$ cat src/rtl/add_seq_initiator.sv
// add_seq_initiator: credit-based initiator for a pipelined adder.
// Accepts operand pairs, issues one-cycle start pulses, buffers returned sums
// in an in-order result FIFO. Credits (DEPTH - buffered - in flight) gate
// acceptance, so the FIFO can never overflow regardless of adder latency.
// Optional build macro ADD_SEQ_CHECK_EN adds an expected-sum FIFO and a
// sticky err output that flags wrong sums and unsolicited adder strobes.
module add_seq_initiator #(
    parameter int unsigned W     = 20,
    parameter int unsigned DEPTH = 4,
    parameter int unsigned LAT   = 2
) (
    input  logic         clk,
    input  logic         rst_n,
    input  logic         in_valid,
    output logic         in_ready,
    input  logic [W-1:0] in_a,
    input  logic [W-1:0] in_b,
    output logic         start,
    output logic [W-1:0] a,
    output logic [W-1:0] b,
    input  logic [W-1:0] y,
    input  logic         valid,
    output logic         out_valid,
    input  logic         out_ready,
    output logic [W-1:0] out_data,
    output logic         busy
`ifdef ADD_SEQ_CHECK_EN
   ,output logic         err
`endif
);

    localparam int unsigned PW = $clog2(DEPTH);
    localparam int unsigned CW = PW + 1;

    // Elaboration guards on the parameters; LAT is informational only.
    if (DEPTH < 2 || (DEPTH & (DEPTH - 1)) != 0) begin : g_bad_depth
        $error("DEPTH must be a power of 2 and at least 2");
    end
    if (LAT == 0) begin : g_bad_lat
        $error("LAT must be at least 1");
    end

    logic          start_q;
    logic [W-1:0]  a_q, b_q;
    logic [CW-1:0] fifo_cnt_q, fifo_cnt_d;
    logic [CW-1:0] inflight_q, inflight_d;
    logic [PW-1:0] wr_ptr_q, rd_ptr_q;
    logic [W-1:0]  mem_q [DEPTH];

    logic [CW-1:0] credits_c;
    logic          accept_c;
    logic          push_c;
    logic          pop_c;

    // Handshake qualifiers and next-state counters; a strobe with nothing in flight is dropped.
    always_comb begin
        credits_c  = CW'(DEPTH) - fifo_cnt_q - inflight_q;
        accept_c   = in_valid && (credits_c != '0);
        push_c     = valid && (inflight_q != '0);
        pop_c      = (fifo_cnt_q != '0) && out_ready;
        inflight_d = inflight_q;
        fifo_cnt_d = fifo_cnt_q;
        if (accept_c && !push_c) begin
            inflight_d = inflight_q + CW'(1);
        end else if (!accept_c && push_c) begin
            inflight_d = inflight_q - CW'(1);
        end
        if (push_c && !pop_c) begin
            fifo_cnt_d = fifo_cnt_q + CW'(1);
        end else if (!push_c && pop_c) begin
            fifo_cnt_d = fifo_cnt_q - CW'(1);
        end
    end

    // Request issue, credit counters and result FIFO storage.
    always_ff @(posedge clk or negedge rst_n) begin
        if (!rst_n) begin
            start_q    <= 1'b0;
            a_q        <= '0;
            b_q        <= '0;
            fifo_cnt_q <= '0;
            inflight_q <= '0;
            wr_ptr_q   <= '0;
            rd_ptr_q   <= '0;
            for (int unsigned i = 0; i < DEPTH; i++) begin
                mem_q[i] <= '0;
            end
        end else begin
            start_q    <= accept_c;
            fifo_cnt_q <= fifo_cnt_d;
            inflight_q <= inflight_d;
            if (accept_c) begin
                a_q <= in_a;
                b_q <= in_b;
            end
            if (push_c) begin
                mem_q[wr_ptr_q] <= y;
                wr_ptr_q        <= wr_ptr_q + PW'(1);
            end
            if (pop_c) begin
                rd_ptr_q <= rd_ptr_q + PW'(1);
            end
        end
    end

    assign in_ready  = (credits_c != '0);
    assign start     = start_q;
    assign a         = a_q;
    assign b         = b_q;
    assign out_valid = (fifo_cnt_q != '0);
    assign out_data  = mem_q[rd_ptr_q];
    assign busy      = (inflight_q != '0) || (fifo_cnt_q != '0);

`ifdef ADD_SEQ_CHECK_EN
    logic [W-1:0]  exp_q [DEPTH];
    logic [PW-1:0] exp_wr_q, exp_rd_q;
    logic          err_q;

    // Expected sums, written on accept; occupancy tracks inflight so it cannot overflow.
    always_ff @(posedge clk) begin
        if (accept_c) begin
            exp_q[exp_wr_q] <= in_a + in_b;
        end
    end

    // Expected-FIFO pointers and sticky error flag.
    always_ff @(posedge clk or negedge rst_n) begin
        if (!rst_n) begin
            exp_wr_q <= '0;
            exp_rd_q <= '0;
            err_q    <= 1'b0;
        end else begin
            if (accept_c) begin
                exp_wr_q <= exp_wr_q + PW'(1);
            end
            if (push_c) begin
                exp_rd_q <= exp_rd_q + PW'(1);
                if (y != exp_q[exp_rd_q]) begin
                    err_q <= 1'b1;
                end
            end
            if (valid && (inflight_q == '0)) begin
                err_q <= 1'b1;
            end
        end
    end

    assign err = err_q;
`endif

endmodule

$ cat config.mk
export PLATFORM = sky130hd
export DESIGN_NAME = add_seq_initiator
export DESIGN_NICKNAME = d
export VERILOG_FILES = /design/src/rtl/add_seq_initiator.sv
export SDC_FILE = /design/constraint.sdc
export NUM_CORES = 1
export LEC_CHECK = 0
export CORE_MARGIN = 1.5
export CORE_UTILIZATION = 50
export CTS_BUF_LIST = sky130_fd_sc_hd__clkbuf_8 sky130_fd_sc_hd__clkbuf_16
export CTS_CLUSTER_DIAMETER = 150
export DETAILED_ROUTE_END_ITERATION = 12
export GPL_ROUTABILITY_DRIVEN = 0
export GPL_TIMING_DRIVEN = 0
export PLACE_DENSITY_LB_ADDON = 0.25
export REMOVE_ABC_BUFFERS = 1
export SLEW_MARGIN = 25
export SYNTH_ARGS = -nofsm -noshare
export SYNTH_HDL_FRONTEND = slang
export SYNTH_SLANG_ARGS = --single-unit
$ cat constraint.sdc
create_clock -name clk -period 3.4 [get_ports clk]
set_clock_uncertainty 0.1 [all_clocks]
set_input_delay 0.34 -clock clk [delete_from_list [all_inputs] [get_ports clk]]
set_output_delay 0.34 -clock clk [all_outputs]
set_load 0.005 [all_outputs]
# After elaboration in Yosys (flattened, before gate mapping)
# Cells that the tools add are included.
[op_classes]
add_sub_neg = 8
order_cmp = 3
n_mux = 10
bitwise_logic = 2
n_reduce_logical = 17
[ops]
columns = ["op", "n"]
rows = [
  ["80-bit bitwise mux", 1],
  ["20-bit two-way mux", 3],
  ["20-bit binary-select mux with 2-bit select", 1],
  ["20-bit demux with 2-bit select", 1],
  ["3-bit two-way mux", 4],
  ["3-bit nonzero test", 3],
  ["1-bit logical AND", 8],
  ["3-bit by 1-bit adder with 3-bit output, second input constant", 2],
  ["3-bit >= comparator, second input constant", 2],
  ["2-bit inverter with 3-bit output", 2],
  ["3-bit by 1-bit subtractor with 3-bit output, second input constant", 2],
  ["2-bit by 1-bit adder with 2-bit output, second input constant", 2],
  ["2-bit nonzero test", 2],
  ["1-bit logical NOT", 3],
  ["3-bit by 1-bit less-than comparator with 1-bit output, second input constant", 1],
  ["3-bit subtractor", 1],
  ["3-bit subtractor, first input constant", 1],
  ["1-bit logical OR", 1],
]
[totals]
regBits = 131
in_bits = 65

# Depth between registers and ports, before layout
[depth]
ltp_word = 8
depth_mapped = 13
ltp_nobuf = 12

# Worst setup path before layout
# Ideal clock, no wire load.
[synth_timing]
path_type = "register -> register"
start = "register inflight_q[1]"
end = "register inflight_q[2]"
setup_time_ns = 0.079
arrival_time_ns = 2.641
setup_slack_ns = 0.580
path_stages_with_launch = 14
path_buffers = 1
synth_period_minus_slack_ns = 2.820
cell_sequence = "dfrtp_1 ha_1 inv_1 ha_1 xor2_1 xnor2_1 a21boi_2 buf_6 ha_1 inv_1 fa_1 xor2_1 nor2_1 xor2_1"
[synth_via]
elab_chain_cells = 6
word_cells_on_any_way = 14
cone_classes = "add/sub: 3; mux: 2; reduce/logical: 9"
[synth_lines]
columns = ["element", "line_no", "source"]
rows = [
  ["start, declared", "46", "logic [CW-1:0] inflight_q, inflight_d;"],
  ["start signal, assigned", "91", "inflight_q <= inflight_d;"],
  ["3-bit subtractor *", "57", "credits_c = CW'(DEPTH) - fifo_cnt_q - inflight_q;"],
  ["3-bit nonzero test *", "58", "accept_c = in_valid && (credits_c != '0);"],
  ["1-bit logical AND *", "58", ""],
  ["net accept_c", "51", "logic accept_c;"],
  ["1-bit logical NOT", "65", "end else if (!accept_c && push_c) begin"],
  ["1-bit logical AND", "65", ""],
  ["2-bit nonzero test (no line)", "n/a", ""],
]
# Mark *: on every way through the listed nets, which the timed path passes. The rest lies on a longest branch. The select of a mux whose other input is x is not followed.
# A chain may end at the register's enable or synchronous reset.

# Final worst setup path
[layout_timing]
start = "register inflight_q[1]"
end = "register inflight_q[2]"
[layout_via]
elab_chain_cells = 6
word_cells_on_any_way = 14
cone_classes = "add/sub: 3; mux: 2; reduce/logical: 9"
[layout_lines]
columns = ["element", "line_no"]
rows = [
  ["3-bit subtractor", "57"],
  ["3-bit nonzero test", "58"],
  ["1-bit logical AND", "58"],
  ["1-bit logical NOT", "65"],
  ["1-bit logical AND", "65"],
  ["2-bit nonzero test (no line)", "n/a"],
]
# Parallel ways exist; a longest one is shown, timed or not. The select of a mux whose other input is x is not followed.

==> qor.yml <==
drt:
  vias: 3277
  routed_wirelength_um: 11450
  drt_iter0_drc: 88
  vias_per_cell: 5.252
  wire_per_inst_um: 18.35
  postRouteAntennaNets: 0
  drc: 0
  drtPass1Iterations: 4
layout:
  fill_cells: 769
  syn2layout_area_growth_pct: 36.38
  antenna-diode-count: 0
  fin_nets: 548
  final_util_pct: 70.22
  drive_above_1_share_pct: 36.57
  final-seq-area_mm2: 0.003279
  multi_input_area_mm2: 0.002185
worst_setup_path:
  regToRegStartpoint: "inflight_q[1]"
  crit_family: "adder cells"
  rr_worst_depth: 12
  cp_data_arrival_time_ps: 3490
  start_kind: "register"
  cp_num_buf_inv: 2
  end_kind: "register"
  critical-path-max-stage-delay_ps: 470
  required_ps: 3730
  startpoint: "inflight_q[1]"
  cp_slowest_cell: "a21boi_4"
  path_depth: 12
  critical_path_class: "register to register"
  crit_fanout: 10
  path_cells: "ha_1, inv_1, ha_1, xor2_1, xnor2_1, a21boi_4, ha_1, inv_1, fa_1, xor2_1, nor2_1, xor2_1"
synthesis:
  synth_cell_types: 19
  yosys_warnings: 0
  synthArstFlopShare_pct: 100.0
  ys_ff_latch: 131
  synth_cells: 337
  syn-cell-area_mm2: 0.005582
  synth_seq_area_share_pct: 58.73
  synthFlopType: "dfrtp_1"
  synth_edf_count: 0
  avgSynthCellArea_um2: 16.56
min_path:
  hold_class: "input port to asynchronous set/reset pin"
timing:
  min_period_over_period_pct: 92.91
  tightest_slew_ps: 1045
  slew_viol_final: 0
  rsz0062_at_grt: "no"
  min_period_ps: 3159
  timing.fmax_mhz: 316.6
  tns_ps: 0
  hold_slack_ps: 253.4
  finalHoldViolCount: 0
  slew_headroom_pct: 30.15
  setup_violations: 0
global_routing:
  antenna_found_initial: 0
  grt_pass1_wl_um: 18460
  grtUsageTotal_pct: 21.23
  grt_start_max_net_pins: 71
  overflow: 0
  grt_pass1_vias: 3738
clock_tree:
  clk_latency_ps: 510
  clk_pin_slew_ps: 60
  cts_tree: "yes"
  cts_made_buffers: 17
  cts.sinks: 131
  clockRootBuffer: "clkbuf_8"
  htreeDepth: 4
  post_cts_resized: 0
  cts.path.max_buffers: 2
floorplan:
  die_w_um: 108.7
  die_h_um: 108.7
  rows: 38
  initial_utilization_pct: 51.49
  die-area_mm2: 0.01181
  pin_count: 129
  core_mm2: 0.01084
placement:
  place_hpwl_um: 7411
  portBuffers: 128
job:
  cap_violations: 0
status:
  status: "finished clean"
pwr:
  leakagePower_nw: 3.232
  ir_drop_uv: 610.0
  p_per_area_mw_per_mm2: 1063
-- synthesized netlist by cell type (all sizes together) (2+ instances only) --
cell type  number  share of area [%]
mux4           20                8.1
inv             8               0.54
ha              9                2.0
dfrtp         131                 59
nand2           7               0.47
nor2            3               0.20
mux2          122                 25
buf            15                1.8
xor2            6               0.94
xnor2           6               0.94
fa              2               0.72
clkbuf          2               0.13
-- registers in the layout, indices dropped and copies added (netlist names) --
signal / flops
mem_q: 80
a: 20
b: 20
fifo_cnt_q: 3
inflight_q: 3
rd_ptr_q: 2
wr_ptr_q: 2
start: 1
-- worst register-to-register path: cells and delay by family (launching register included) --
| kind | cells | cell delay [ps] |
|---|---|---|
| xor+xnor | 4 | 710 |
| simple gates | 1 | 120 |
| fa+ha+maj | 4 | 1150 |
| buf+inv | 2 | 100 |
| flops | 1 | 440 |
| compound gates | 1 | 470 |
-- power breakdown --
group	internal [W]	switching [W]
sequential	0.00238	0.000500
combinational	0.00231	0.00117
clock	0.00112	0.000608
total	0.00581	0.00228
-- path summary, 6_finish.rpt --
kind                                       to  slack, ps
worst min-delay path                mem_q[67]        250
min in group clk                         a[5]        340
worst min register to register       mem_q[9]        400
worst max-delay path            inflight_q[2]        240
worst max register to register  inflight_q[2]        240
max in group asynchronous         rd_ptr_q[0]       2250
-- area by class of cell --
| type | count | area share, % |
|---|---|---|
| clock inverter | 9 | 1.167 |
| timing repair buffer | 132 | 18.01 |
| multi-input combinational | 182 | 28.70 |
| tap | 140 | 2.301 |
| sequential | 131 | 43.08 |
| inverter | 8 | 0.3945 |
| clock buffer | 22 | 6.345 |
-- timing repair --
| item | in CTS | in global routing |
|---|---|---|
| hold buffers | 1 | 0 |
| buffers inserted | 0 | 0 |
| setup endpoints to repair | 0 | 2 |
| hold endpoints to repair | 61 | 0 |
-- kinds of logic (layout without fill, tap and decap cells) --
kind of cell    count (synthesis)  after routing  share of synthesized area (%)
xor+xnor                       12             12                          1.883
compound gates                  3              4                         0.4707
flops                         131            131                          58.73
mux                           142            142                          32.68
buf+inv                        25            171                          2.466
simple gates                   13             13                          1.031
fa+ha+maj                      11             11                          2.735
-- placed cells by master, fill, tap and decap left out, drive strengths merged, types with 2 or more instances in the layout --
master and count:
xor2 6, xnor2 6, clkbuf 22, buf 4, nor2 3, mux4 20, mux2 122, inv 13
fa 2, clkinv 2, dfrtp 131, ha 9, bufinv 2, nand2 7, clkdlybuf4s50 127, a21boi 2
-- stage by stage --
stage | setup slack [ps] | cell area [um2] | total power [W] | std cells
floorplan | -294.0 | 5474 | 0.004671 | 320
global placement | -3112 | 6930 | 0.006146 | 588
detailed placement | 65.22 | 7019 | 0.006380 | 591
CTS | 46.54 | 7601 | 0.008160 | 623
global route | 28.53 | 7612 | 0.008601 | 624
finish | 241.2 | 7612 | 0.008089 | 624
-- layer usage --
layer  global-route usage (%)  part of all wire [%]  vias to the layer above
met5                        0                     0                        -
met4                    6.767                  0.93                        0
met3                    11.24                   9.8                        9
met2                    34.14                    50                      109
met1                    24.50                    39                     1679
li1                         -                     -                     1480
Power figures use the tool's default switching activity.
